`config.mk`:
```
export PLATFORM = sky130hd
export DESIGN_NAME = updown_sweep_ctrl
export DESIGN_NICKNAME = d
export VERILOG_FILES = /design/src/rtl/updown_pkg.sv /design/src/rtl/updown_cnt_core.sv /design/src/rtl/updown_sweep_ctrl.sv
export SDC_FILE = /design/constraint.sdc
export NUM_CORES = 1
export LEC_CHECK = 0
export CORE_ASPECT_RATIO = 1.5
export CORE_MARGIN = 2
export CORE_UTILIZATION = 50
export DETAILED_ROUTE_END_ITERATION = 16
export PLACE_DENSITY = 0.75
export SLEW_MARGIN = 20
export SYNTH_ARGS = -nofsm -noshare
export SYNTH_HDL_FRONTEND = slang
export SYNTH_SLANG_ARGS = --single-unit
```
`constraint.sdc`:
```
create_clock -name clk -period 3.3 [get_ports clk]
set_clock_uncertainty 0.1 [all_clocks]
set_input_delay 0.66 -clock clk [delete_from_list [all_inputs] [get_ports clk]]
set_output_delay 0.66 -clock clk [all_outputs]
set_load 0.03 [all_outputs]
```
`src/rtl/updown_pkg.sv`:
```
// rtl/updown_pkg.sv - shared widths and state encoding for the up/down sweep sequencer
package updown_pkg;

    localparam int WIDTH   = 5;
    localparam int SWEEP_W = 4;

    typedef enum logic [1:0] {
        ST_IDLE = 2'd0,
        ST_UP   = 2'd1,
        ST_DOWN = 2'd2
    } state_t;

endpackage

```
`src/rtl/updown_cnt_core.sv`:
```
// rtl/updown_cnt_core.sv - loadable up/down counter register with step enable
module updown_cnt_core #(
    parameter int WIDTH = 5
) (
    input  logic             clk,
    input  logic             reset,
    input  logic             load,
    input  logic [WIDTH-1:0] load_val,
    input  logic             en,
    input  logic             mode,
    output logic [WIDTH-1:0] dout
);

    // load has priority so a new run can start from any frozen value
    always_ff @(posedge clk or negedge reset) begin
        if (!reset) begin
            dout <= '0;
        end else if (load) begin
            dout <= load_val;
        end else if (en) begin
            dout <= mode ? dout + 1'b1 : dout - 1'b1;
        end
    end

endmodule

```
`src/rtl/updown_sweep_ctrl.sv`:
```
// rtl/updown_sweep_ctrl.sv - triangle sweep sequencer driving the up/down counter core
import updown_pkg::*;

module updown_sweep_ctrl #(
    parameter int WIDTH   = updown_pkg::WIDTH,
    parameter int SWEEP_W = updown_pkg::SWEEP_W
) (
    input  logic               clk,
    input  logic               reset,
    input  logic               start,
    input  logic               abort,
    input  logic               hold,
    input  logic [WIDTH-1:0]   lo_bound,
    input  logic [WIDTH-1:0]   hi_bound,
    input  logic [SWEEP_W-1:0] num_sweeps,
    output logic [WIDTH-1:0]   dout,
    output logic               mode,
    output logic               busy,
    output logic               done,
    output logic               cfg_err
);

    state_t               state;
    logic [WIDTH-1:0]     lo_q;
    logic [WIDTH-1:0]     hi_q;
    logic [SWEEP_W-1:0]   num_q;
    logic [SWEEP_W-1:0]   sweep_cnt;

    logic                 start_ok;
    logic                 step_en;
    logic                 at_hi;
    logic                 at_lo;
    logic [SWEEP_W-1:0]   sweep_next;
    logic                 last_sweep;
    logic [WIDTH-1:0]     dout_inc;
    logic [WIDTH-1:0]     dout_dec;

    assign start_ok   = (state == ST_IDLE) && start && !abort && (lo_bound < hi_bound);
    assign step_en    = (state != ST_IDLE) && !hold && !abort;
    // turn points are detected on the value being stepped to, so the turn lands on that same edge
    assign dout_inc   = dout + 1'b1;
    assign dout_dec   = dout - 1'b1;
    assign at_hi      = (dout_inc == hi_q);
    assign at_lo      = (dout_dec == lo_q);
    assign sweep_next = sweep_cnt + 1'b1;
    // num_q == 0 means free-running; the counter then just wraps
    assign last_sweep = (num_q != '0) && (sweep_next == num_q);

    updown_cnt_core #(
        .WIDTH(WIDTH)
    ) u_cnt (
        .clk      (clk),
        .reset    (reset),
        .load     (start_ok),
        .load_val (lo_bound),
        .en       (step_en),
        .mode     (state == ST_UP),
        .dout     (dout)
    );

    always_ff @(posedge clk or negedge reset) begin
        if (!reset) begin
            state     <= ST_IDLE;
            mode      <= 1'b1;
            busy      <= 1'b0;
            done      <= 1'b0;
            cfg_err   <= 1'b0;
            lo_q      <= '0;
            hi_q      <= '0;
            num_q     <= '0;
            sweep_cnt <= '0;
        end else begin
            done    <= 1'b0;
            cfg_err <= 1'b0;
            case (state)
                ST_IDLE: begin
                    if (start && !abort) begin
                        if (lo_bound < hi_bound) begin
                            lo_q      <= lo_bound;
                            hi_q      <= hi_bound;
                            num_q     <= num_sweeps;
                            sweep_cnt <= '0;
                            mode      <= 1'b1;
                            busy      <= 1'b1;
                            state     <= ST_UP;
                        end else begin
                            cfg_err <= 1'b1;
                        end
                    end
                end
                ST_UP: begin
                    if (abort) begin
                        state <= ST_IDLE;
                        busy  <= 1'b0;
                        mode  <= 1'b1;
                    end else if (!hold && at_hi) begin
                        mode  <= 1'b0;
                        state <= ST_DOWN;
                    end
                end
                ST_DOWN: begin
                    if (abort) begin
                        state <= ST_IDLE;
                        busy  <= 1'b0;
                        mode  <= 1'b1;
                    end else if (!hold && at_lo) begin
                        sweep_cnt <= sweep_next;
                        mode      <= 1'b1;
                        if (last_sweep) begin
                            state <= ST_IDLE;
                            busy  <= 1'b0;
                            done  <= 1'b1;
                        end else begin
                            state <= ST_UP;
                        end
                    end
                end
                default: begin
                    state <= ST_IDLE;
                    busy  <= 1'b0;
                    mode  <= 1'b1;
                end
            endcase
        end
    end

endmodule
```
== Yosys cells after proc, flatten, opt, wreduce, memory -nomap -nowiden ==
Index checks and enable logic that the tools add are counted.

* Output and inout port bits: 9
* Input bits: 19
* Register bits: 29
* Logic and storage cells: 82

* $add $sub $neg: 3
* Equal/unequal tests: 13
* Reduce and logical (&&, ||, !) cells: 20
* Order comparisons: 1
* Mux-type cells: 35

{| class="wikitable"
|+ Operator list
! cell !! number
|-
| 1-bit two-way mux || 18
|-
| 4-bit two-way mux || 4
|-
| 5-bit two-way mux || 3
|-
| 2-bit two-way mux || 6
|-
| 5-bit == test || 2
|-
| 5-bit AND reduction || 2
|-
| 1-bit logical AND || 9
|-
| 3-bit inequality test (second input constant) || 3
|-
| 4-bit case mux with 2 select lines || 1
|-
| 2-bit inequality test (second input constant) || 3
|-
| 1-bit case mux with 3 select lines || 2
|-
| 2-bit case mux with 3 select lines || 1
|-
| 2-bit nonzero test || 3
|-
| 5-bit by 1-bit adder with 5-bit output (second input constant) || 1
|-
| 5-bit less-than comparator || 1
|-
| 5-bit by 1-bit subtractor with 5-bit output (second input constant) || 1
|-
| 4-bit by 1-bit adder with 4-bit output (second input constant) || 1
|-
| 4-bit == test || 1
|-
| 2-bit by 1-bit inequality test with 1-bit output (second input constant) || 2
|-
| 4-bit AND reduction || 1
|-
| 4-bit nonzero test || 1
|-
| 3-bit AND reduction || 1
|-
| 2-bit by 1-bit == test with 1-bit output (second input constant) || 1
|-
| 2-bit == test (second input constant) || 1
|-
| 2 further kinds || 3
|}

== Logic depth before layout (Yosys ltp) ==
Gate-level depths: netlist (run 1).

* Depth after elaboration: 7
* Depth in mapped cells: 8
* Mapped depth without buffers: 7

== By module ==
From an unflattened synthesis (run 1), not the netlist that was laid out.

* Cells, all modules: 207
* Area total of the unflattened synthesis: 1845.5 um^2

{| class="wikitable"
|+ By module, submodules not included
! module !! instances !! area an instance (um^2) !! cells an instance !! seq. area each (um^2)
|-
| updown_sweep_ctrl || 1 || 1443.9 || 165 || 601.8
|-
| updown_cnt_core || 1 || 401.6 || 42 || 125.1
|}

== Worst setup path before layout (run 1) ==
Ideal clock, no wire load.

* Kind: reg2reg
* Start: register u_cnt.dout[0]
* End: register sweep_cnt[2]
* Path slack: 0.611 ns
* Clock period less this slack: 2.689 ns
* Arrival time: 2.463 ns
* Path buffers: 1
* Stages on the path, launching flop included: 9
* Required time: 3.074 ns
* Library setup time: 0.126 ns
* Cell sequence: dfrtp_1 -> buf_2 -> inv_1 -> ha_1 -> xnor2_1 -> or4_4 -> nor4_4 -> nor2_1 -> a221o_1

* Word-level cells in the longest chain between the ends: 5

{| class="wikitable"
|+ Ends and longest elaborated chain
! element !! RTL line !! RTL
|-
| start, declared || updown_cnt_core.sv:11 || <nowiki>output logic [WIDTH-1:0] dout</nowiki>
|-
| start signal, assigned || updown_cnt_core.sv:19 || <nowiki>dout <= load_val;</nowiki>
|-
| start signal, assigned || updown_cnt_core.sv:21 || <nowiki>dout <= mode ? dout + 1'b1 : dout - 1'b1;</nowiki>
|-
| 5-bit by 1-bit subtractor with 5-bit output || updown_sweep_ctrl.sv:42 || <nowiki>assign dout_dec = dout - 1'b1;</nowiki>
|-
| 5-bit == test || updown_sweep_ctrl.sv:44 || <nowiki>assign at_lo = (dout_dec == lo_q);</nowiki>
|-
| 1-bit logical AND || updown_sweep_ctrl.sv:106 || <nowiki>end else if (!hold && at_lo) begin</nowiki>
|-
| 2-bit inequality test (no source line) || -- ||
|-
| 5-bit AND reduction (no source line) || -- ||
|-
| end signal, assigned || updown_sweep_ctrl.sv:107 || <nowiki>sweep_cnt <= sweep_next;</nowiki>
|-
| end, declared || updown_sweep_ctrl.sv:27 || <nowiki>logic [SWEEP_W-1:0] sweep_cnt;</nowiki>
|}

No other way between the ends.
A chain may end at the register's enable or synchronous reset.

== Worst setup path in the final report (run 1) ==
* Start: register u_cnt.dout[1]
* End: register sweep_cnt[2]

The elaborated chain is that of the path after synthesis.

==> results of run 1 <==
final timing paths:
| path | slack, ps | cells after the start | endpoint | startpoint |
|---|---|---|---|---|
| hold reg to reg | 400 | 1 | hi_q[0] | hi_q[0] |
| hold / removal | 400 | 1 | hi_q[0] | hi_q[0] |
| max in group asynchronous | 2130 | 2 | mode | reset |
| min in group asynchronous | 660 | 2 | cfg_err | reset |
| setup reg to reg | 690 | 7 | sweep_cnt[2] | u_cnt.dout[1] |
| setup / recovery | 690 | 7 | sweep_cnt[2] | u_cnt.dout[1] |
cells by family (layout without fill, tap and decap cells):
logic type,Yosys count,after routing,share of synthesized area
compound gates,36,36,0.139
xor+xnor,20,20,0.104
fa+ha+maj,7,7,0.0480
buf+inv,17,50,0.0405
flops,29,29,0.399
mux,15,15,0.0927
simple gates,54,54,0.176
cells in the final DEF (no fill, tap or decap), types with 2 or more instances in the layout:
| cell | count |
|---|---|
| a21oi_1 | 4 |
| and3_1 | 2 |
| buf_4 | 6 |
| clkbuf_1 | 3 |
| clkbuf_8 | 5 |
| clkdlybuf4s50_1 | 27 |
| dfrtp_1 | 28 |
| ha_1 | 7 |
| inv_1 | 9 |
| mux2_1 | 13 |
| mux2_2 | 2 |
| nand2_1 | 10 |
| nand2b_1 | 2 |
| nand3_1 | 3 |
| nor2_1 | 11 |
| nor2b_1 | 7 |
| nor3_1 | 3 |
| nor3b_1 | 3 |
| o211ai_1 | 2 |
| o21ai_0 | 11 |
| o21ai_1 | 2 |
| o31ai_1 | 2 |
| or3_1 | 2 |
| or4_4 | 2 |
| xnor2_1 | 15 |
| xor2_1 | 4 |
worst max-delay path, delay by kind of cell (launching register included):
kind            cells  cell delay (ps)
simple gates        3              950
flops               1              470
fa+ha+maj           1              360
compound gates      1              360
xor+xnor            1              170
buf+inv             1               70
power groups by stage:
stage,clock [µW],sequential (µW),combinational (µW)
4_1_cts,283,654,966
5_1_grt,298,677,1040
2_1_floorplan,0,665,672
6_report,273,656,960
3_5_place_dp,0,660,960
3_3_place_gp,0,654,938
layer usage:
| metal | vias to the layer above | wire length [µm] | GRT usage |
|---|---|---|---|
| li1 | 698 | - | - |
| met1 | 720 | 1410 | 0.216 |
| met2 | 40 | 2370 | 0.411 |
| met3 | 11 | 196 | 0.0654 |
| met4 | 0 | 112 | 0.100 |
| met5 | - | 0 | 0 |
final cells by class:
class / count / share of cell area
Sequential cell: 29 / 0.326
Inverter: 9 / 0.0151
Multi-Input combinational cell: 132 / 0.458
Tap cell: 42 / 0.0236
Timing Repair Buffer: 33 / 0.141
Clock buffer: 8 / 0.0359
stage by stage:
step | hold slack (ps) | power [µW] | util | cells | area (µm²)
floorplan | 264 | 1340 | - | 178 | 1820
global placement | 388 | 1590 | 0.624 | 245 | 2150
detailed placement | 396 | 1620 | 0.624 | 245 | 2150
CTS | 409 | 1900 | 0.647 | 253 | 2230
global route | 429 | 2010 | 0.647 | 253 | 2230
finish | 405 | 1890 | 0.647 | 253 | 2230
state kept, by name, summed over array words and instances (netlist names):
register    count
busy            1
cfg_err         1
done            1
hi_q            5
lo_q            5
mode            1
num_q           4
state           2
sweep_cnt       4
u_cnt.dout      5
==> metrics.cfg, run 1 <==
[logic_synthesis]
syn_area_um2=1820
yosysUniqueCellTypes=51
async_reset_ff_frac=1.00
synthFlopType=dfrtp_1
syn-num-nets=204
synthTopCellsByArea=dfrtp_1, mux2_1, xnor2_1
syn_inst=178
syn_area_per_cell_um2=10.2
synth_seq_area_share=0.399
ys_seq_elements=29
synthTopCellsByCount=dfrtp_1, xnor2_1, mux2_1
yosys.area.top_type=dfrtp_1
synth_most_common_cell=dfrtp_1
yosysWarningCount=0
synth_top_area_frac=0.384
synth-edff-count=0

[final_layout]
post_route_cells_drive_above_1_share=0.0948
antenna_cells=0
regArea_um2=727
multi_input_area_um2=1020
fillerInstances=304
fin_nets=236
area_delta_synth_final_pct=22.4

[timing]
setup_viol_count_final=0
drv_slew=0
setup_tns_ps=0
min_period_ps=2610
max_freq_ghz=0.384
hold_violations=0
tightest_slew_ps=453
rsz0062_at_grt=false
slew_headroom=0.696
fin_ws_ps=693
min_period_over_period=0.790

[floorplan]
start_util=0.529
row_count=26
ios=28
die_area_um2=4150
die_x_um=53.3
core_area_um2=3450
die_height_um=78.0

[routing]
first_iter_violations=21
vias=1469
routed_wl_mm=4.10
drc=0
firstDrtPassIters=4
viasPerCell=5.81
ant_nets=0
detail_route.wl_per_cell_um=16.2

[pwr]
p_switching_uw=785
comb_power_share=0.508
p_seq_frac=0.347
p_clk_frac=0.145
ir_drop_uv=519
switching_share=0.416
power.leakage_uw=0.000926
p_int_uw=1100
power.density_nw_per_um2=847

[clock_network]
cts_sinks=29
holdBufCountCts=0
cts_made_buffers=5
cts_setup_buffers=0
htree_levels=2
clkLatencyLatePin_ps=280
clk_path_buf_depth=2
clk_pin_slew_worst_paths_ps=60
tritoncts=yes
cts_root_buf=clkbuf_8
cts_resized=0

[global_routing]
grt-ovfl-total=0
grt.total_usage=0.224
antenna_found_initial=0
grt_max_degree=30
grt_first_pass_wirelength_mm=6.71
grt_pass1_vias=1507

[critical_path]
crit_slowest_cell=or4_4
cp.arrival_ps=2670
path_class=reg2reg
crit_fanout=7
critPathMaxStageDelay_ps=570
endpoint_kind=flip-flop
critPathLaunchType=flip-flop
worstPathRequired_ps=3370
crit_chain=inv_1, ha_1, xnor2_1, or4_4, nor4_4, nor2_1, a221o_1

[run_status]
outcome=finished, final reports clean

[place]
gp_congestion=0.893
pre_cts_ws_ps=427
hpwlAfterDp_mm=3.31
io_buffer_count=27

[job]
drv_cap=0

[min_path]
min_path_type=reg2reg

Power figures use the tool's default switching activity.
==> run 2, diff against run 1 <==
- clock period: 3.3 -> 2.7 ns (I/O delays scaled with it)
==> run 2 against run 1 <==
Total power is 25% higher. Non-clock buffer count is 4 higher. Global-route usage is 0.090 points lower. Worst hold slack better by 1.9 ps. Via count is 1.6% lower. Largest power group unchanged.
==> metrics.cfg, run 2 (same netlist as run 1, synthesis figures left out) <==
[run_status]
outcome=finished, final reports clean

[place]
hpwlAfterDp_mm=3.33
gp_congestion=0.876
pre_cts_ws_ps=-19.7
io_buffer_count=27
placedCellCount=249

[routing]
first_iter_violations=17
ant_nets=0
detail_route.wl_per_cell_um=16.2
viasPerCell=5.65
drc=0
routed_wl_mm=4.15
vias=1446
firstDrtPassIters=4

[timing]
hold_slack_ps=406
max_freq_ghz=0.410
min_period_over_period=0.903
rsz0062_at_grt=false
tightest_slew_ps=469
slew_headroom=0.685
drv_slew=0
min_period_ps=2440
setup_viol_count_final=0
hold_violations=0
fin_ws_ps=263

[clock_network]
cts_sinks=29
htree_levels=2
clkLatencyLatePin_ps=280
clk_path_buf_depth=2
clk_pin_slew_worst_paths_ps=60
cts_setup_buffers=0
cts_made_buffers=5
tritoncts=yes
cts_resized=0
cts_root_buf=clkbuf_8
holdBufCountCts=0

[critical_path]
cp-startpoint=u_cnt.dout[0]
crit_fanout=4
critPathLaunchType=flip-flop
path_class=reg2reg
r2r-end=sweep_cnt[2]
worstReg2RegStart=u_cnt.dout[0]
r2r_cells=7
endpoint_kind=flip-flop
cp.arrival_ps=2560
r2r_slack_ps=260
endpoint=sweep_cnt[2]
worstPathRequired_ps=2820

[floorplan]
start_util=0.529
die_area_um2=4150
die_x_um=53.3
ios=28
row_count=26
core_area_um2=3450
die_height_um=78.0

[final_layout]
fin_util=0.661
fin_nets=240
regArea_um2=727
stdcell_count=256
fillerInstances=289
mostFrequentLayoutCells=dfrtp_1, clkdlybuf4s50_1, xnor2_1, mux2_1
antenna_cells=0
area_delta_synth_final_pct=25.1
multi_input_area_um2=1020
largest_registers=hi_q: 5 flops, lo_q: 5 flops, u_cnt.dout: 5 flops
post_route_cells_drive_above_1_share=0.117
final_common_cell=dfrtp_1

[global_routing]
grt_max_degree=30
grt_pass1_vias=1448
antenna_found_initial=0
grt-ovfl-total=0
grt.total_usage=0.223
grt_first_pass_wirelength_mm=6.53

[pwr]
power.density_nw_per_um2=1030
power_uw=2360
ir_drop_uv=710
power.leakage_uw=0.000954

[min_path]
min_path_type=reg2reg

[job]
drv_cap=0

## run 2: worst min-delay path by stage
stage | from | endpoint | slack (ps) | depth (start not counted)
after floorplan | reset | busy | 140 | 0
after global placement | num_q[3] | num_q[3] | 390 | 1
after detailed placement | mode | mode | 400 | 2
after CTS | mode | mode | 410 | 2
after global routing | lo_q[2] | lo_q[2] | 430 | 1
final | lo_q[2] | lo_q[2] | 410 | 1
## run 2: layer usage
layer | wire length, µm | vias up | part of all wire | global-route usage
met5 | 0 | - | 0 | 0
met4 | 90 | 0 | 0.022 | 0.108
met3 | 129 | 6 | 0.031 | 0.0635
met2 | 2360 | 24 | 0.57 | 0.406
met1 | 1570 | 711 | 0.38 | 0.215
li1 | - | 705 | - | -
## run 2: metrics by stage
| stage | setup TNS (ps) | instance area (µm²) |
|---|---|---|
| final | 0 | 2280 |
| after global routing | 0 | 2280 |
| after CTS | 0 | 2280 |
| after detailed placement | -48.8 | 2190 |
| after global placement | 0 | 2190 |
| after floorplan | 0 | 1820 |
## run 2: report_power, final
| part | internal (µW) | switching (µW) | total (µW) |
|---|---|---|---|
| clock network | 202 | 153 | 354 |
| registers | 603 | 158 | 761 |
| logic | 592 | 650 | 1240 |
| total | 1400 | 961 | 2360 |
## run 2: cell type report
class / instances / share of cell area
inverters: 9 / 0.0148
repair buffers: 37 / 0.157
well taps: 42 / 0.0231
multi-input cells: 132 / 0.448
flip-flops and latches: 29 / 0.319
clock buffers: 7 / 0.0379
## run 2: critical path, stage by stage (launching register included)
cell and delay [ps]:
dfrtp_1 380, inv_1 60, ha_1 240, xor3_1 350, or4_4 470, or4_4 470, nor3b_2 180, a221o_1 130
